$ cat config.mk
export PLATFORM = sky130hd
export DESIGN_NAME = uart_axi_cmd_parser
export DESIGN_NICKNAME = d
export VERILOG_FILES = /design/src/rtl/uart_axi_pkg.sv /design/src/rtl/byte_serializer.sv /design/src/rtl/uart_axi_cmd_parser.sv
export SDC_FILE = /design/constraint.sdc
export NUM_CORES = 1
export LEC_CHECK = 0
export CORE_UTILIZATION = 29
export CTS_CLUSTER_DIAMETER = 80
export DETAILED_ROUTE_END_ITERATION = 6
export PLACE_DENSITY = 0.48
export SKIP_LAST_GASP = 1
export SLEW_MARGIN = 40
export SYNTH_ARGS = -nofsm -noshare
export SYNTH_HDL_FRONTEND = slang
export SYNTH_SLANG_ARGS = --single-unit
$ cat constraint.sdc
create_clock -name clk -period 2.2 [get_ports clk]
set_input_delay 0.66 -clock clk [delete_from_list [all_inputs] [get_ports clk]]
set_output_delay 0.66 -clock clk [all_outputs]
set_load 0.05 [all_outputs]
$ cat src/rtl/uart_axi_pkg.sv
// Shared constants and state encoding for the UART command parser.
package uart_axi_pkg;

  // Command bytes received from the host
  localparam logic [7:0] CMD_WR  = 8'h57;  // 'W'
  localparam logic [7:0] CMD_RD  = 8'h52;  // 'R'

  // Status bytes returned to the host
  localparam logic [7:0] RSP_OK  = 8'h4B;  // 'K'
  localparam logic [7:0] RSP_ERR = 8'h45;  // 'E'
  localparam logic [7:0] RSP_TMO = 8'h54;  // 'T'
  localparam logic [7:0] RSP_UNK = 8'h3F;  // '?'

  typedef enum logic [2:0] {
    ST_IDLE     = 3'd0,
    ST_GET_ADDR = 3'd1,
    ST_GET_DATA = 3'd2,
    ST_WR_REQ   = 3'd3,
    ST_WR_WAIT  = 3'd4,
    ST_RD_REQ   = 3'd5,
    ST_RD_WAIT  = 3'd6,
    ST_SEND     = 3'd7
  } state_t;

endpackage

$ cat src/rtl/byte_serializer.sv
// Emits a status byte, optionally followed by a DATA_WIDTH word, MSB first
// over a valid/ready byte stream. One byte per cycle when the sink is ready.
module byte_serializer #(
  parameter int DATA_WIDTH = 32
) (
  input  logic                  clk,
  input  logic                  rst,
  input  logic                  load,
  input  logic [7:0]            status,
  input  logic [DATA_WIDTH-1:0] data,
  input  logic                  with_data,
  output logic [7:0]            tx_data,
  output logic                  tx_valid,
  input  logic                  tx_ready,
  output logic                  done
);

  localparam int NB = DATA_WIDTH / 8;
  localparam int SW = DATA_WIDTH + 8;
  localparam int CW = $clog2(NB + 2);

  logic [SW-1:0] shift_r;
  logic [CW-1:0] left_r;
  logic          valid_r;
  logic          fire_s;

  assign fire_s   = valid_r & tx_ready;
  // done marks the handshake of the final byte of the response
  assign done     = fire_s & (left_r == CW'(1));
  assign tx_data  = shift_r[SW-1 -: 8];
  assign tx_valid = valid_r;

  // Load a new response, or advance one byte after each accepted handshake
  always_ff @(posedge clk) begin
    if (rst) begin
      shift_r <= '0;
      left_r  <= '0;
      valid_r <= 1'b0;
    end else if (load) begin
      shift_r <= {status, data};
      left_r  <= with_data ? CW'(NB + 1) : CW'(1);
      valid_r <= 1'b1;
    end else if (fire_s) begin
      shift_r <= {shift_r[SW-9:0], 8'h00};
      left_r  <= left_r - CW'(1);
      valid_r <= (left_r != CW'(1));
    end
  end

endmodule

$ cat src/rtl/uart_axi_cmd_parser.sv
// Byte-stream command decoder: assembles 'W'/'R' commands from rx bytes,
// issues them on the mwr/mrd master ports and returns a status (plus read
// data) on the tx byte stream.
module uart_axi_cmd_parser
  import uart_axi_pkg::*;
#(
  parameter int ADDR_WIDTH     = 32,
  parameter int DATA_WIDTH     = 32,
  parameter int TIMEOUT_CYCLES = 1000000
) (
  input  logic                  clk,
  input  logic                  rst,
  input  logic [7:0]            rx_data,
  input  logic                  rx_valid,
  output logic                  rx_ready,
  output logic [7:0]            tx_data,
  output logic                  tx_valid,
  input  logic                  tx_ready,
  output logic                  mwr_valid,
  output logic [ADDR_WIDTH-1:0] mwr_addr,
  output logic [DATA_WIDTH-1:0] mwr_data,
  input  logic                  mwr_ready,
  input  logic                  mwr_error,
  output logic                  mrd_addr_valid,
  output logic [ADDR_WIDTH-1:0] mrd_addr,
  input  logic                  mrd_addr_ready,
  input  logic [DATA_WIDTH-1:0] mrd_data,
  input  logic                  mrd_data_valid,
  output logic                  mrd_data_ready,
  input  logic                  mrd_error
);

  localparam int AB = ADDR_WIDTH / 8;
  localparam int DB = DATA_WIDTH / 8;
  localparam int TW = $clog2(TIMEOUT_CYCLES + 1);
  localparam logic [7:0]    ADDR_LAST = 8'(AB - 1);
  localparam logic [7:0]    DATA_LAST = 8'(DB - 1);
  localparam logic [TW-1:0] TMO_LAST  = TW'(TIMEOUT_CYCLES - 1);

  state_t                state_r;
  logic                  rx_ready_r;
  logic                  mwr_valid_r;
  logic                  mrd_addr_valid_r;
  logic                  mrd_data_ready_r;
  logic [ADDR_WIDTH-1:0] addr_r;
  logic [DATA_WIDTH-1:0] data_r;
  logic [7:0]            cnt_r;
  logic [TW-1:0]         tmo_r;
  logic                  is_read_r;
  logic                  err_r;
  logic                  wr_first_r;
  logic                  load_r;
  logic [7:0]            rsp_status_r;
  logic [DATA_WIDTH-1:0] rsp_data_r;
  logic                  rsp_with_data_r;

  logic                  rx_fire_s;
  logic                  tmo_hit_s;
  logic                  ser_done_s;

  assign rx_fire_s = rx_valid & rx_ready_r;
  // >= guards against a handshake landing on the final count and skipping past it
  assign tmo_hit_s = (tmo_r >= TMO_LAST);

  assign rx_ready       = rx_ready_r;
  assign mwr_valid      = mwr_valid_r;
  assign mwr_addr       = addr_r;
  assign mwr_data       = data_r;
  assign mrd_addr_valid = mrd_addr_valid_r;
  assign mrd_addr       = addr_r;
  assign mrd_data_ready = mrd_data_ready_r;

  // Command FSM: byte assembly, bus request/wait with timeout, response hand-off
  always_ff @(posedge clk) begin
    if (rst) begin
      state_r          <= ST_IDLE;
      rx_ready_r       <= 1'b1;
      mwr_valid_r      <= 1'b0;
      mrd_addr_valid_r <= 1'b0;
      mrd_data_ready_r <= 1'b0;
      addr_r           <= '0;
      data_r           <= '0;
      cnt_r            <= 8'd0;
      tmo_r            <= '0;
      is_read_r        <= 1'b0;
      err_r            <= 1'b0;
      wr_first_r       <= 1'b0;
      load_r           <= 1'b0;
      rsp_status_r     <= 8'h00;
      rsp_data_r       <= '0;
      rsp_with_data_r  <= 1'b0;
    end else begin
      load_r <= 1'b0;
      case (state_r)
        ST_IDLE: begin
          cnt_r <= 8'd0;
          tmo_r <= '0;
          err_r <= 1'b0;
          if (rx_fire_s) begin
            if (rx_data == CMD_WR || rx_data == CMD_RD) begin
              is_read_r <= (rx_data == CMD_RD);
              state_r   <= ST_GET_ADDR;
            end else begin
              rx_ready_r      <= 1'b0;
              rsp_status_r    <= RSP_UNK;
              rsp_data_r      <= '0;
              rsp_with_data_r <= 1'b0;
              load_r          <= 1'b1;
              state_r         <= ST_SEND;
            end
          end
        end
        ST_GET_ADDR: begin
          if (rx_fire_s) begin
            addr_r <= (addr_r << 4'd8) | ADDR_WIDTH'(rx_data);
            tmo_r  <= '0;
            if (cnt_r == ADDR_LAST) begin
              cnt_r <= 8'd0;
              if (is_read_r) begin
                rx_ready_r       <= 1'b0;
                mrd_addr_valid_r <= 1'b1;
                state_r          <= ST_RD_REQ;
              end else begin
                state_r <= ST_GET_DATA;
              end
            end else begin
              cnt_r <= cnt_r + 8'd1;
            end
          end else if (tmo_hit_s) begin
            // partial command is discarded without any bus access
            cnt_r   <= 8'd0;
            tmo_r   <= '0;
            state_r <= ST_IDLE;
          end else begin
            tmo_r <= tmo_r + TW'(1);
          end
        end
        ST_GET_DATA: begin
          if (rx_fire_s) begin
            data_r <= (data_r << 4'd8) | DATA_WIDTH'(rx_data);
            tmo_r  <= '0;
            if (cnt_r == DATA_LAST) begin
              cnt_r       <= 8'd0;
              rx_ready_r  <= 1'b0;
              mwr_valid_r <= 1'b1;
              state_r     <= ST_WR_REQ;
            end else begin
              cnt_r <= cnt_r + 8'd1;
            end
          end else if (tmo_hit_s) begin
            cnt_r   <= 8'd0;
            tmo_r   <= '0;
            state_r <= ST_IDLE;
          end else begin
            tmo_r <= tmo_r + TW'(1);
          end
        end
        ST_WR_REQ: begin
          if (mwr_ready) begin
            mwr_valid_r <= 1'b0;
            wr_first_r  <= 1'b1;
            err_r       <= mwr_error;
            tmo_r       <= tmo_r + TW'(1);
            state_r     <= ST_WR_WAIT;
          end else if (tmo_hit_s) begin
            mwr_valid_r     <= 1'b0;
            rsp_status_r    <= RSP_TMO;
            rsp_data_r      <= '0;
            rsp_with_data_r <= 1'b0;
            load_r          <= 1'b1;
            state_r         <= ST_SEND;
          end else begin
            tmo_r <= tmo_r + TW'(1);
          end
        end
        ST_WR_WAIT: begin
          // the master's ready is still the pre-acceptance value in the first cycle
          if (!wr_first_r && mwr_ready) begin
            rsp_status_r    <= (err_r | mwr_error) ? RSP_ERR : RSP_OK;
            rsp_data_r      <= '0;
            rsp_with_data_r <= 1'b0;
            load_r          <= 1'b1;
            state_r         <= ST_SEND;
          end else if (tmo_hit_s) begin
            rsp_status_r    <= RSP_TMO;
            rsp_data_r      <= '0;
            rsp_with_data_r <= 1'b0;
            load_r          <= 1'b1;
            state_r         <= ST_SEND;
          end else begin
            err_r      <= err_r | mwr_error;
            wr_first_r <= 1'b0;
            tmo_r      <= tmo_r + TW'(1);
          end
        end
        ST_RD_REQ: begin
          if (mrd_addr_ready) begin
            mrd_addr_valid_r <= 1'b0;
            mrd_data_ready_r <= 1'b1;
            err_r            <= 1'b0;
            tmo_r            <= tmo_r + TW'(1);
            state_r          <= ST_RD_WAIT;
          end else if (tmo_hit_s) begin
            mrd_addr_valid_r <= 1'b0;
            rsp_status_r     <= RSP_TMO;
            rsp_data_r       <= '0;
            rsp_with_data_r  <= 1'b1;
            load_r           <= 1'b1;
            state_r          <= ST_SEND;
          end else begin
            tmo_r <= tmo_r + TW'(1);
          end
        end
        ST_RD_WAIT: begin
          if (mrd_data_valid) begin
            mrd_data_ready_r <= 1'b0;
            rsp_status_r     <= (err_r | mrd_error) ? RSP_ERR : RSP_OK;
            rsp_data_r       <= (err_r | mrd_error) ? '0 : mrd_data;
            rsp_with_data_r  <= 1'b1;
            load_r           <= 1'b1;
            state_r          <= ST_SEND;
          end else if (tmo_hit_s) begin
            mrd_data_ready_r <= 1'b0;
            rsp_status_r     <= RSP_TMO;
            rsp_data_r       <= '0;
            rsp_with_data_r  <= 1'b1;
            load_r           <= 1'b1;
            state_r          <= ST_SEND;
          end else begin
            err_r <= err_r | mrd_error;
            tmo_r <= tmo_r + TW'(1);
          end
        end
        ST_SEND: begin
          if (ser_done_s) begin
            rx_ready_r <= 1'b1;
            state_r    <= ST_IDLE;
          end
        end
        default: begin
          rx_ready_r       <= 1'b1;
          mwr_valid_r      <= 1'b0;
          mrd_addr_valid_r <= 1'b0;
          mrd_data_ready_r <= 1'b0;
          state_r          <= ST_IDLE;
        end
      endcase
    end
  end

  byte_serializer #(
    .DATA_WIDTH(DATA_WIDTH)
  ) u_ser (
    .clk      (clk),
    .rst      (rst),
    .load     (load_r),
    .status   (rsp_status_r),
    .data     (rsp_data_r),
    .with_data(rsp_with_data_r),
    .tx_data  (tx_data),
    .tx_valid (tx_valid),
    .tx_ready (tx_ready),
    .done     (ser_done_s)
  );

endmodule

==> results.json <==
{
  "worst_hold_startpoint": "mwr_data[28]",
  "power_uw": 11700,
  "post-route-util": 0.413,
  "rsz0062_at_grt": "yes",
  "cp_data_arrival_time_ps": 2440,
  "path_cells": "nor4b_2 > nand2_1 > buf_4 > or4_4 > a2111oi_4 > xnor2_1 > nor2_1",
  "drt_iter0_drc": 513,
  "r2r_start": "tmo_r[13]",
  "synthArstFlopShare": 0,
  "synth_top_cell_by_area": "dfxtp_1",
  "antenna_found_initial": 0,
  "final_nets": 1348,
  "synth_top_area_frac": 0.446,
  "rr_endpoint": "cnt_r[7]",
  "holdPathEnd": "mwr_data[28]",
  "area_growth_pct": 40.6,
  "synth-edff-count": 0,
  "placed_cells": 1650,
  "peakVddDrop_v": 0.000506,
  "grt_start_max_net_pins": 47,
  "holdBufCountCts": 0,
  "syn_avg_cell_area_um2": 7.77,
  "die_h_um": 173,
  "die_w_um": 173,
  "worstSetupStartpointType": "register",
  "worstHoldPathCells": 2,
  "fin_cells": 1691,
  "routed-via-count": 8184,
  "path_clk_slew_ps": 80,
  "clk_latency_ps": 440,
  "finalSetupViolCount": 0,
  "fillerInstances": 3026,
  "hold_class": "reg -> reg",
  "netlist_area_um2": 8440,
  "required_ps": 2530,
  "synth_cell_types": 65,
  "final_layout_size_suffix_gt1_frac": 0.215,
  "pwr_density_cell_nw_per_um2": 982,
  "clock-sinks": 188,
  "insertedDiodeCount": 0,
  "end_kind": "register",
  "gp_congestion": 0.849,
  "cp_top_family": "simple AND/OR/NAND/NOR gates",
  "fmax_mhz": 474,
  "grt_overflow_total": 0,
  "drcViolationCount": 0,
  "total_leakage_power_uw": 0.00473,
  "grt.total_usage": 0.173,
  "crit_slowest_cell": "or4_4",
  "synth.area.top_cells": "dfxtp_1 45%, nand2_1 10%, a21oi_1 9.1%",
  "synth_flop_cell": "dfxtp_1",
  "worst_slew_pin_slew_ps": 519,
  "timing_worst_setup_path_type": "reg -> reg",
  "finalMaxSlewViolations": 0,
  "yosysWarnings": 0,
  "fin_crit_ps": 2110,
  "cp_max_fo": 4,
  "slew_headroom": 0.655,
  "final_antenna_net_count": 0,
  "die_area_um2": 29800,
  "grt_pass1_vias": 7691,
  "ff2ff_path_depth": 7,
  "start_util": 0.294,
  "htreeDepth": 4,
  "max_stage_delay_ps": 550,
  "finClkSkew_ps": 14.8,
  "cap_violations": 0,
  "seq_area_um2": 3770,
  "ys_seq_elements": 188,
  "synth-seq-area-share": 0.446,
  "hold_violations": 0,
  "numCtsBuffers": 17,
  "hold_slack_ps": 454,
  "io_pins": 158,
  "drt_wl_total_um": 26200,
  "fp-row-count": 62,
  "status": "finished, final reports clean",
  "synthCells": 1086,
  "multi_input_area_um2": 4240,
  "cts-root-buf": "clkbuf_16",
  "clk_path_buf_depth": 2,
  "place_hpwl_um": 18300,
  "cts_tree": "built",
  "r2r_setup_slack_ps": 90,
  "viasPerCell": 4.84,
  "period_share": 0.959,
  "grt_first_pass_wirelength_um": 41700,
  "firstDrtPassIters": 5,
  "port_buffers": 157,
  "syn_nets": 1140,
  "cp.buffers_inverters": 1,
  "wl_per_cell_um": 15.5,
  "core-area_um2": 28700
}
-- cell type report --
cell class | count | area share
clock inverters | 12 | 0.0108
repair buffers | 305 | 0.230
flip-flops and latches | 188 | 0.318
multi-input cells | 766 | 0.358
well taps | 384 | 0.0405
clock buffers | 20 | 0.0385
inverters | 16 | 0.00506
-- per-stage QoR --
step | cell area (µm²) | TNS (ps) | setup WS, ps
floorplan | 8460 | 0 | 2.88
global placement | 11000 | -35380 | -570
detailed placement | 11000 | -32980 | -610
CTS | 11600 | 0 | 6.21
global route | 11900 | -39.9 | -9.22
finish | 11900 | 0 | 90.1
-- Yosys cell counts, types with 3 or more instances --
cell / n
a22oi_1: 36
a21oi_1: 154
o31ai_1: 4
o2111ai_1: 4
ha_1: 5
o32ai_1: 3
a31oi_1: 9
a211oi_1: 18
nor2_1: 121
a41oi_1: 4
a211o_1: 4
or3_1: 7
and3_1: 13
buf_1: 5
and2_1: 3
o21ai_1: 3
a311oi_1: 6
o21a_1: 3
nand2b_1: 8
a2111o_1: 4
buf_2: 9
nand3_1: 18
mux2i_1: 3
nand4_1: 7
nand3b_1: 5
nor3_1: 6
buf_4: 40
xor2_1: 5
nand2_1: 228
nor4_1: 6
dfxtp_1: 188
xnor2_1: 6
o21ai_0: 29
inv_1: 16
a21boi_0: 3
clkbuf_1: 61
o211ai_1: 5
-- per-layer routing --
layer	routed length (µm)	global-route usage
met4	313	0.0476
met3	878	0.0279
met2	12700	0.291
met1	12300	0.227
met5	0	0
-- kinds of logic after synthesis --
logic type / synth area share
buf+inv: 0.0787
fa+ha+maj: 0.00741
mux: 0.00356
simple gates: 0.224
compound gates: 0.229
xor+xnor: 0.0114
flops: 0.446
-- cells in the final DEF, fill, tap and decap left out, types with 4 or more instances in the layout --
master and instances:
buf_12 13, nand4_1 7, nand3b_1 5, or3_1 7, o31ai_1 4, clkinv_4 5, o21ai_0 26, a211oi_1 17
a21oi_1 154, a22oi_2 17, nor4_1 4, nor3_1 4, ha_1 4, a211o_1 4, dlymetal6s2s_1 7, nand3_1 17
o211ai_1 5, and3_1 13, nand2b_1 8, a311oi_1 6, xnor2_1 5, a2111o_1 4, o2111ai_1 4, nor2_1 119
xor2_1 5, buf_4 178, inv_1 15, o21ai_1 4, a22oi_1 19, a41oi_1 4, dlygate4sd2_1 63, a31oi_1 9
dfxtp_1 184, nand2_1 224, dfxtp_2 4, clkdlybuf4s50_1 38, clkbuf_16 20
-- how the worst max path moves through the flow --
stage / from / cells after the start / to / slack [ps]
after CTS: mwr_ready / 10 / rsp_data_r[31] / 6
after global routing: tmo_r[13] / 10 / tmo_r[0] / -9
after detailed placement: mwr_ready / 7 / tmo_r[13] / -610
after global placement: mwr_ready / 8 / tmo_r[19] / -570
after floorplan: rx_valid / 7 / tmo_r[13] / 3
final: tmo_r[13] / 7 / cnt_r[7] / 90
-- registers in the layout, indices dropped and copies added (netlist names) --
name	count
u_ser.shift_r	40
mrd_addr	32
mwr_data	32
rsp_data_r	32
tmo_r	20
cnt_r	8
rsp_status_r	8
state_r	3
u_ser.left_r	3
err_r	1
is_read_r	1
load_r	1
mrd_addr_valid	1
mrd_data_ready	1
mwr_valid	1
rsp_with_data_r	1
rx_ready	1
u_ser.tx_valid	1
wr_first_r	1
-- repair_timing --
action | in CTS | in global routing
gates cloned | 0 | 4
setup buffers | 4 | 1
endpoints found under the setup margin | 118 | 67
pin swaps | 8 | 12
gates resized for setup | 76 | 41
-- power by group --
group | total, µW | switching, µW | leakage, µW | internal [µW]
Combinational | 4750 | 2750 | 0.00292 | 2010
Clock | 3080 | 1510 | 0.000287 | 1570
Sequential | 3820 | 211 | 0.00152 | 3610
-- tightest hold or removal path, cell delays in order (launching register included) --
cell and delay, ps:
dfxtp_1 310, nand2_1 50, a21oi_1 50
Power figures use the tool's default switching activity.
